<file path="src/rtl/div_pkg.sv">
// rtl/div_pkg.sv - shared state encoding and timing constant for the divide sequencer
package div_pkg;

    localparam int DIV_CYCLES = 32;

    typedef enum logic [2:0] {
        IDLE,
        LOAD,
        RUN,
        DRAIN,
        FIX
    } div_state_t;

endpackage

</file>
<file path="src/rtl/div_sign_fix.sv">
// rtl/div_sign_fix.sv - conditional 32-bit two's-complement negate
module div_sign_fix (
    input  logic [31:0] a,
    input  logic        neg,
    output logic [31:0] y
);

    assign y = neg ? (~a + 32'd1) : a;

endmodule

</file>
<file path="src/rtl/div_ctrl.sv">
// rtl/div_ctrl.sv - DIV/DIVU sequencer around the shift-subtract core, owns HI/LO
module div_ctrl
    import div_pkg::*;
(
    input  logic        clk,
    input  logic        reset,
    input  logic        start,
    input  logic        is_signed,
    input  logic [31:0] rs_val,
    input  logic [31:0] rt_val,
    input  logic        mthi_we,
    input  logic        mtlo_we,
    input  logic [31:0] wdata,
    output logic [31:0] hi_out,
    output logic [31:0] lo_out,
    output logic        busy,
    output logic        done,
    output logic        div_zero,
    output logic        dv_reset,
    output logic [31:0] dv_a,
    output logic [31:0] dv_b,
    input  logic [31:0] dv_lo,
    input  logic [31:0] dv_hi,
    input  logic [5:0]  dv_counter
);

    localparam logic [5:0] COUNT_DONE = 6'(DIV_CYCLES);

    div_state_t  state;
    div_state_t  state_next;
    logic        neg_q;
    logic        neg_r;
    logic        idle;
    logic        rt_zero;
    logic        launch;
    logic [31:0] mag_a;
    logic [31:0] mag_b;
    logic [31:0] fix_lo;
    logic [31:0] fix_hi;

    assign idle    = (state == IDLE);
    assign rt_zero = (rt_val == 32'd0);
    assign launch  = idle & start & ~rt_zero;
    assign busy    = ~idle;

    // 0x80000000 negates to itself, which is the correct unsigned magnitude
    div_sign_fix u_mag_a (.a(rs_val), .neg(is_signed & rs_val[31]), .y(mag_a));
    div_sign_fix u_mag_b (.a(rt_val), .neg(is_signed & rt_val[31]), .y(mag_b));
    div_sign_fix u_fix_lo (.a(dv_lo), .neg(neg_q), .y(fix_lo));
    div_sign_fix u_fix_hi (.a(dv_hi), .neg(neg_r), .y(fix_hi));

    always_comb begin
        state_next = state;
        case (state)
            IDLE:    if (launch) state_next = LOAD;
            LOAD:    state_next = RUN;
            RUN:     if (dv_counter == COUNT_DONE) state_next = DRAIN;
            DRAIN:   state_next = FIX;
            FIX:     state_next = IDLE;
            default: state_next = IDLE;
        endcase
    end

    always_ff @(posedge clk) begin
        if (!reset) begin
            state    <= IDLE;
            hi_out   <= 32'd0;
            lo_out   <= 32'd0;
            done     <= 1'b0;
            div_zero <= 1'b0;
            dv_reset <= 1'b1;
            dv_a     <= 32'd0;
            dv_b     <= 32'd1;
            neg_q    <= 1'b0;
            neg_r    <= 1'b0;
        end else begin
            state    <= state_next;
            done     <= (state == FIX);
            div_zero <= idle & start & rt_zero;
            // registered so the core sees the load strobe during the LOAD cycle itself
            dv_reset <= (state_next == LOAD);
            if (launch) begin
                neg_q <= is_signed & (rs_val[31] ^ rt_val[31]);
                neg_r <= is_signed & rs_val[31];
                dv_a  <= mag_a;
                dv_b  <= mag_b;
            end
            if (idle && mthi_we) hi_out <= wdata;
            if (idle && mtlo_we) lo_out <= wdata;
            if (state == FIX) begin
                lo_out <= fix_lo;
                hi_out <= fix_hi;
            end
        end
    end

endmodule

</file>
<file path="config.mk">
export PLATFORM = sky130hd
export DESIGN_NAME = div_ctrl
export DESIGN_NICKNAME = d
export VERILOG_FILES = /design/src/rtl/div_pkg.sv /design/src/rtl/div_sign_fix.sv /design/src/rtl/div_ctrl.sv
export SDC_FILE = /design/constraint.sdc
export NUM_CORES = 1
export LEC_CHECK = 0
export ABC_CLOCK_PERIOD_IN_PS = 1600
export CAP_MARGIN = 10
export CORE_AREA = 5 5 150 152
export CTS_CLUSTER_SIZE = 12
export DETAILED_ROUTE_END_ITERATION = 16
export DIE_AREA = 0 0 155 157
export HOLD_SLACK_MARGIN = 0.02
export PLACE_DENSITY = 0.78
export SYNTH_ARGS = -nofsm -noshare
export SYNTH_HDL_FRONTEND = slang
export SYNTH_HIERARCHICAL = 1
export SYNTH_SLANG_ARGS = --single-unit
export TNS_END_PERCENT = 1
</file>
<file path="constraint.sdc">
create_clock -name clk -period 1.6 [get_ports clk]
set_input_delay 0.32 -clock clk [delete_from_list [all_inputs] [get_ports clk]]
set_output_delay 0.32 -clock clk [all_outputs]
set_load 0.01 [all_outputs]
</file>
# Word-level counts from Yosys, hierarchy flattened
# Cells that the tools add are included.
[totals]
inputBits = 172
register_bits = 136
elab_cells = 50
[classes]
add_sub_neg = 4
n_eq_ne = 6
bitwise_logic = 13
n_reduce_logical = 6
n_mux = 11
[ops]
columns = ["cell", "n"]
rows = [
  ["32-bit two-way mux", 8],
  ["32-bit by 1-bit adder with 32-bit output (second input constant)", 4],
  ["32-bit inverter", 4],
  ["32-bit logical NOT", 1],
  ["3-bit case mux with 4 select lines", 1],
  ["1-bit AND", 6],
  ["3-bit by 1-bit == test with 1-bit output (second input constant)", 2],
  ["3-bit by 2-bit == test with 1-bit output (second input constant)", 2],
  ["6-bit == test (second input constant)", 1],
  ["3-bit two-way mux", 2],
  ["2-bit nonzero test", 2],
  ["3-bit == test (second input constant)", 1],
  ["3-bit logical NOT", 1],
  ["1-bit logical AND", 2],
  ["1-bit inverter", 2],
  ["1-bit bitwise XOR", 1],
]

# Depth between registers and ports, before layout
# Gate-level depths: netlist (run 1).
[logic_depth]
ltp_word = 6
depth_mapped = 8
mapped_depth_nobuf = 8

# Hierarchy
# The synthesis (run 1) kept the hierarchy.
[modules_own_cells]
columns = ["mod", "cells_per_inst", "seq_area_each_um2", "n_inst", "area_each_um2"]
rows = [
  ["div_ctrl", 646, 2722.6, 1, 5506.5],
  ["div_sign_fix", 99, 0.0, 4, 777.0],
]

# Worst setup path before layout (run 1)
# OpenSTA, ideal clock, no wires.
[synth_timing]
kind = "input -> register"
start = "input dv_hi[6]"
end = "register hi_out[27]"
required_ps = 1530
arrival_time_ps = 1601
path_slack_ps = -71
path_stages = 6
path_cell_list = "nor4_4 -> nand4b_2 -> o41ai_2 -> xnor2_1 -> a21oi_1 -> a21oi_1"
[synth_between]
elab_chain_cells = 4
[synth_rtl]
columns = ["element", "line_no", "text"]
rows = [
  ["start: declaration", "div_ctrl.sv:23", "input logic [31:0] dv_hi,"],
  ["32-bit inverter", "div_sign_fix.sv:8", "assign y = neg ? (~a + 32'd1) : a;"],
  ["32-bit by 1-bit adder with 32-bit output", "div_sign_fix.sv:8", ""],
  ["32-bit two-way mux", "div_sign_fix.sv:8", ""],
  ["via fix_hi[27]", "div_ctrl.sv:39", "logic [31:0] fix_hi;"],
  ["32-bit two-way mux", "div_ctrl.sv:90", "if (state == FIX) begin"],
  ["end signal: assignment", "div_ctrl.sv:88", "if (idle && mthi_we) hi_out <= wdata;"],
  ["end signal: assignment", "div_ctrl.sv:92", "hi_out <= fix_hi;"],
  ["end: declaration", "div_ctrl.sv:14", "output logic [31:0] hi_out,"],
]
# The timed path passes the listed nets, and every way through them passes these cells.
# A chain may end at the register's enable or synchronous reset.

# Worst setup path after layout (run 1)
[layout_timing]
start = "input rt_val[3]"
end = "register dv_b[24]"
[layout_between]
elab_chain_cells = 3
elab_cells_between_ends = 6
classes_between = "1 x add/sub; 1 x mux; 3 x bitwise; 1 x reduce/logical"
[layout_rtl]
columns = ["element", "line_no", "text"]
rows = [
  ["start: declaration", "div_ctrl.sv:10", "input logic [31:0] rt_val,"],
  ["32-bit inverter", "div_sign_fix.sv:8", ""],
  ["32-bit by 1-bit adder with 32-bit output", "div_sign_fix.sv:8", ""],
  ["32-bit two-way mux", "div_sign_fix.sv:8", ""],
  ["via mag_b[24]", "div_ctrl.sv:37", "logic [31:0] mag_b;"],
  ["end signal: assignment", "div_ctrl.sv:86", "dv_b <= mag_b;"],
  ["end: declaration", "div_ctrl.sv:21", "output logic [31:0] dv_b,"],
]
# The timed path passes the listed nets, and every way through them passes these cells.

==> results of run 1 <==
-- tightest hold or removal path, cell delays in order --
cell     delay [ns]
buf_4          0.21
nand2_1        0.10
mux2i_1        0.06
-- cells by family (layout without fill, tap and decap cells) --
logic type / Yosys count / in the layout / share of synthesized area
multiplexers: 66 / 66 / 0.0767
XOR/XNOR: 122 / 122 / 0.124
other: 0 / 4 / 0
buffers and inverters: 78 / 607 / 0.0404
flip-flops: 136 / 136 / 0.316
adder cells (fa/ha/maj): 4 / 4 / 0.00581
AO/OA/AOI/OAI: 298 / 298 / 0.212
AND/OR/NAND/NOR: 338 / 338 / 0.225
-- routing by layer --
layer | part of all wire | up-vias
met1 | 0.37 | 4877
met2 | 0.47 | 641
met3 | 0.091 | 151
met5 | 0 | -
met4 | 0.064 | 0
li1 | - | 4769
-- repair_timing --
| action | 4_1_cts | 5_1_grt |
|---|---|---|
| endpoints found under the hold margin | 0 | 0 |
| hold buffers | 0 | 0 |
| gates resized for setup | 354 | 92 |
| pin swaps | 72 | 45 |
| buffers inserted | 33 | 1 |
| endpoints found under the setup margin | 247 | 133 |
| gates cloned | 5 | 0 |
-- final timing paths --
check | startpoint | to | slack [ns] | cells past startpoint
max reg2reg | state[0] | dv_a[25] | -0.18 | 8
min | reset | dv_a[3] | 0.31 | 3
max | rt_val[3] | dv_b[24] | -0.26 | 8
min reg2reg | dv_b[9] | dv_b[9] | 0.46 | 2
-- layout make-up --
cell class / count / area [um^2]
Clock inverter: 12 / 165
Sequential cell: 136 / 2730
Multi-Input combinational cell: 828 / 6310
Inverter: 9 / 33.8
Fill cell: 1521 / 5740
Tap cell: 275 / 344
Clock buffer: 20 / 457
Antenna cell: 4 / 10.0
Timing Repair Buffer: 566 / 5100
-- stage by stage --
step / worst slack, ns / hold slack (ns)
2_1_floorplan: -0.0712 / 0.471
3_3_place_gp: -0.810 / 0.443
3_5_place_dp: -0.807 / 0.452
4_1_cts: -0.146 / 0.275
5_1_grt: -0.253 / 0.313
6_report: -0.260 / 0.313
-- cells in the final DEF (no fill, tap or decap), drive strengths merged, types with 15 or more instances in the layout --
cell,instances
o21ai,101
o31ai,32
o41ai,36
nand4,15
xnor2,121
a21oi,129
clkbuf,25
mux2i,66
nor4,33
nand2,176
clkdlybuf4s50,59
dlygate4sd2,219
clkdlybuf4s15,15
buf,264
dfxtp,136
nor2b,38
-- power by group through the flow --
stage               clock network (uW)  logic [uW]  registers, uW
floorplan                            0        1260           4130
global placement                     0        3380           3990
detailed placement                   0        3430           4000
CTS                               4320        3450           3920
global route                      4450        3820           3970
finish                            4280        3600           3930
-- flip-flops by register name (all words and copies together) (netlist names) --
register,flops
div_zero,1
lo_out,32
done,1
state,3
dv_reset,1
dv_b,32
dv_a,32
neg_q,1
neg_r,1
hi_out,32
==> metrics.txt, run 1 <==
Setup violations, final=96; most frequent cell after synthesis=nand2_1; Post-synth top cells=nand2_1, dfxtp_1, a21oi_1; Synth Area per Inst=8.27 um^2; worst setup margin=-0.260 ns; drt via density=5.64; register share of total power=0.332; final wirelength=39.6 mm; Num CTS Buffers=17; Root Driver=clkbuf_16; Gate Count Post-Synth=1042; Distinct cells, synth=37; largest fanout on the critical path=3; crit start category=input port; num rows=53; hold crit path type=in2reg; FF+latch count, synth=136; Seq/Total Area, Yosys=0.316; share of the synthesized area in the top cell type=0.316; clock buffer depth=2; PortBufs=303; die height=157 um; number of synthesized flops with an enable pin=0; vias in the first global route=10400; final HPWL from detailed placement=25.8 mm; max-slew violation count=0; fraction of layout instances using a drive strength above 1=0.291; pwr dens=780 nW/um^2; H-tree depth=4; residual DRC count=0; initial core utilization=0.412; synth warn=6; max_cap viols=0; Slew headroom=0.664; DRT antenna net count=0; GRT busiest layer=met2; CP max stage delay=0.34 ns; Worst Tran Pin Value=0.503 ns; Hold Violations, Final=0; Netlist Area Pre-Place=8610 um^2; Tmin final=1.86 ns; Vias=10400; cell accounting for the most synthesized area=dfxtp_1; initial antenna violation count=3; clk sinks=136; die width=155 um; Required @ worst endpoint=1.93 ns; Synth area leaders=dfxtp_1, xnor2_1, mux2i_1; Ports=304; Comb power frac=0.305; peak supply drop=699 uV; FFs w/ async S/R, synth=0; Final nets=1734; M2 GR Usage=0.527; Area Overhead vs Synth=75.8%; failing checks=setup timing; type of the worst setup path=in2reg; unrepaired setup endpoints after global routing=true; Primary FF master, synth=dfxtp_1; Clock Skews=0.0130 ns; CP Capture Type=flip-flop; Clk Latency, worst-skew pair=0.43 ns; internal power=8100 uW; met3 Use GR=0.0781; largest net degree at the start of global routing=65; global-route wire length before repair=57.9 mm; Worst-path clk slew=0.07 ns; DR iter-0 viols=710; total core area=20900 um^2; Fin Setup TNS=-8.63 ns; Sw Share=0.314; CTS tree=done; Pleak=0.00660 uW; TritonRoute pass-1 iters=5; Mapped Nets=1218; fin area=15100 um^2; Worst Path Arrival=2.19 ns; routability cong.=0.935; final instance count without filler cells=1850; slowest stage cell, crit path=o31ai_1; f_max=538 MHz; Crit path max-delay family=simple AND/OR/NAND/NOR gates; Clock power frac=0.363; Die ar.=24300 um^2; grt ovf=0; NetSw=3710 uW; All-Layer GR Usage=0.303; post-layout util=0.725; global routing met1 resource utilization=0.340; Tcrit/Tclk final=1.16; status=finished with violations; CP Cell Sequence=dlygate4sd2_1 -> nor4_4 -> buf_4 -> nand3b_1 -> o31ai_1 -> xnor2_1 -> nand2_1 -> mux2i_1; Total Power=11800 uW; DP Area=13500 um^2; WL/cell=21.4 um; cell total after placement=1775; CP Buf/Inv Count=2
(Power assumes the default switching activity.)
==> run 2: changes to the inputs <==
--- a/config.mk
+++ b/config.mk
@@ -7,10 +7,10 @@
 export LEC_CHECK = 0
 export ABC_CLOCK_PERIOD_IN_PS = 1600
 export CAP_MARGIN = 10
-export CORE_AREA = 5 5 150 152
+export CORE_AREA = 3 3 148 150
 export CTS_CLUSTER_SIZE = 12
 export DETAILED_ROUTE_END_ITERATION = 16
-export DIE_AREA = 0 0 155 157
+export DIE_AREA = 0 0 151 153
 export HOLD_SLACK_MARGIN = 0.02
 export PLACE_DENSITY = 0.78
 export SYNTH_ARGS = -nofsm -noshare
==> run 2 against run 1 <==
The run still ends with setup timing left. Register-to-register slack improved by 0.16 ns. Hold slack gained 0.0060 ns. Routed wire length fell by 3.5%. Largest cell class unchanged.
==> metrics.txt, run 2 (synthesis gave the netlist of run 1 again) <==
status=finished with violations; failing checks=setup timing; f_max=569 MHz (+5.8%); Root Driver=clkbuf_16; H-tree depth=4 (unchanged); CTS tree=done; unrepaired setup endpoints after global routing=true; R2R Setup Slk=-0.02 ns (+0.16 ns); All-Layer GR Usage=0.292 (-0.0107); Ports=304 (unchanged); vias in the first global route=9909 (-5.2%); Clk Latency, worst-skew pair=0.42 ns (about the same); initial antenna violation count=4 (+1); Num CTS Buffers=17 (unchanged); Worst Path Arrival=2.08 ns (-0.11 ns); num rows=53 (unchanged); max-slew violation count=0 (unchanged); commonest cells after routing, fill and taps aside=buf_4, nand2_1, dlygate4sd2_1; grt ovf=0 (unchanged); Hold Violations, Final=0 (unchanged); fin area=15000 um^2 (-0.65%); CP Depth=8 (unchanged); path depth of the worst reg2reg path=6 (-2); Worst Tran Pin Value=0.510 ns (+0.00637 ns); routability cong.=0.955 (+2.1%); Crit path max-delay family=simple AND/OR/NAND/NOR gates; drt via density=5.58 (-1.1%); Vias=10300 (-1.3%); Tcrit/Tclk final=1.10 (-0.0636); pre-CTS setup slack=-0.837 ns (-0.0298 ns); Worst-path clk slew=0.06 ns (about the same); PortBufs=303 (unchanged); CP max stage delay=0.36 ns (+0.02 ns); total core area=20800 um^2 (-0.32%); DP Area=13500 um^2 (-0.30%); r2r startpoint=state[0]; Tmin final=1.76 ns (-0.102 ns); pwr dens=762 nW/um^2 (-2.3%); commonest non-fill, non-tap cell in the layout=buf_4; die height=153 um (-2.5%); global-route wire length before repair=53.3 mm (-8.0%); hold depth=4 (+1); peak supply drop=742 uV (+6.1%); Final nets=1734 (unchanged); max_cap viols=0 (unchanged); Pleak=0.00676 uW (+2.3%); fraction of layout instances using a drive strength above 1=0.315 (+0.0246); Die ar.=23100 um^2 (-5.1%); DRT antenna net count=0 (unchanged); largest net degree at the start of global routing=78 (+20%); final wirelength=38.2 mm (-3.5%); CP Cell Sequence=dlygate4sd2_1 -> nor4_4 -> buf_6 -> nand4b_4 -> o41ai_4 -> xnor2_1 -> nand2_1 -> mux2i_1; die width=151 um (-2.6%); type of the worst setup path=in2reg; residual DRC count=0 (unchanged); hold-fix buffers at CTS=0 (unchanged); Total Power=11500 uW (-3.0%); initial core utilization=0.414 (+0.00131); Slew headroom=0.660 (-0.00426); Area Overhead vs Synth=74.7%; DR iter-0 viols=666 (-6.2%); Clock Skews=0.0138 ns (+0.000709 ns); Setup violations, final=66 (-31%); largest fanout on the critical path=5 (+2); Setup crit start=rs_val[15]; worst reg2reg path endpoint=dv_a[23]; WHS=0.319 ns (+0.00605 ns); final HPWL from detailed placement=25.1 mm (-2.8%); worst setup margin=-0.158 ns (+0.102 ns); TritonRoute pass-1 iters=5 (unchanged); crit start category=input port; WL/cell=20.7 um (-3.2%); CP Capture Type=flip-flop; crit path capture=dv_a[27]; clock buffer depth=2 (unchanged); hold crit path type=in2reg; clk sinks=136 (unchanged); slowest stage cell, crit path=o41ai_4; Fin Setup TNS=-2.15 ns (+6.48 ns); Required @ worst endpoint=1.92 ns (about the same); CP Buf/Inv Count=2 (unchanged)
[run 2: worst min path at each step]
stage / startpoint / end
3_3_place_gp: dv_b[24] / dv_b[24]
6_report: rt_val[22] / dv_b[22]
2_1_floorplan: is_signed / neg_q
4_1_cts: reset / dv_reset
5_1_grt: rs_val[0] / dv_a[0]
3_5_place_dp: dv_b[14] / dv_b[14]
[run 2: per-stage QoR]
step | cells | utilization
global placement | 1763 | 0.647
CTS | 1824 | 0.703
floorplan | 1042 | -
global route | 1845 | 0.723
detailed placement | 1763 | 0.647
finish | 1846 | 0.723
[run 2: tightest hold or removal path, cell delays in order]
cell      delay (ns)
clkbuf_2        0.15
xnor2_1         0.09
nand2_1         0.06
mux2i_1         0.06
[run 2: cell type report]
| class | instances | area, um^2 |
|---|---|---|
| fillers | 1533 | 5770 |
| flip-flops and latches | 136 | 2720 |
| repair buffers | 566 | 4980 |
| clock inverters | 10 | 120 |
| inverters | 9 | 33.8 |
| diodes | 2 | 5.00 |
| clock buffers | 20 | 457 |
| multi-input cells | 828 | 6380 |
| well taps | 275 | 344 |
[run 2: repair_timing]
item,4_1_cts,5_1_grt
pin swaps,67,90
gates cloned,4,1
setup endpoints to repair,245,123
setup buffers,27,22
gates resized for setup,349,207
[run 2: power breakdown]
group | internal (uW) | switching [uW] | total (uW) | leakage (uW)
registers | 3740 | 193 | 3930 | 0.00112
clock network | 2370 | 1590 | 3970 | 0.000279
logic | 1770 | 1800 | 3560 | 0.00536
[run 2: metal layers]
metal / track usage / wire length, um / up-vias
li1: - / - / 4747
met4: 0.151 / 2160 / 6
met5: 0 / 34 / -
met2: 0.504 / 18700 / 612
met1: 0.333 / 13800 / 4809
met3: 0.0679 / 3560 / 128
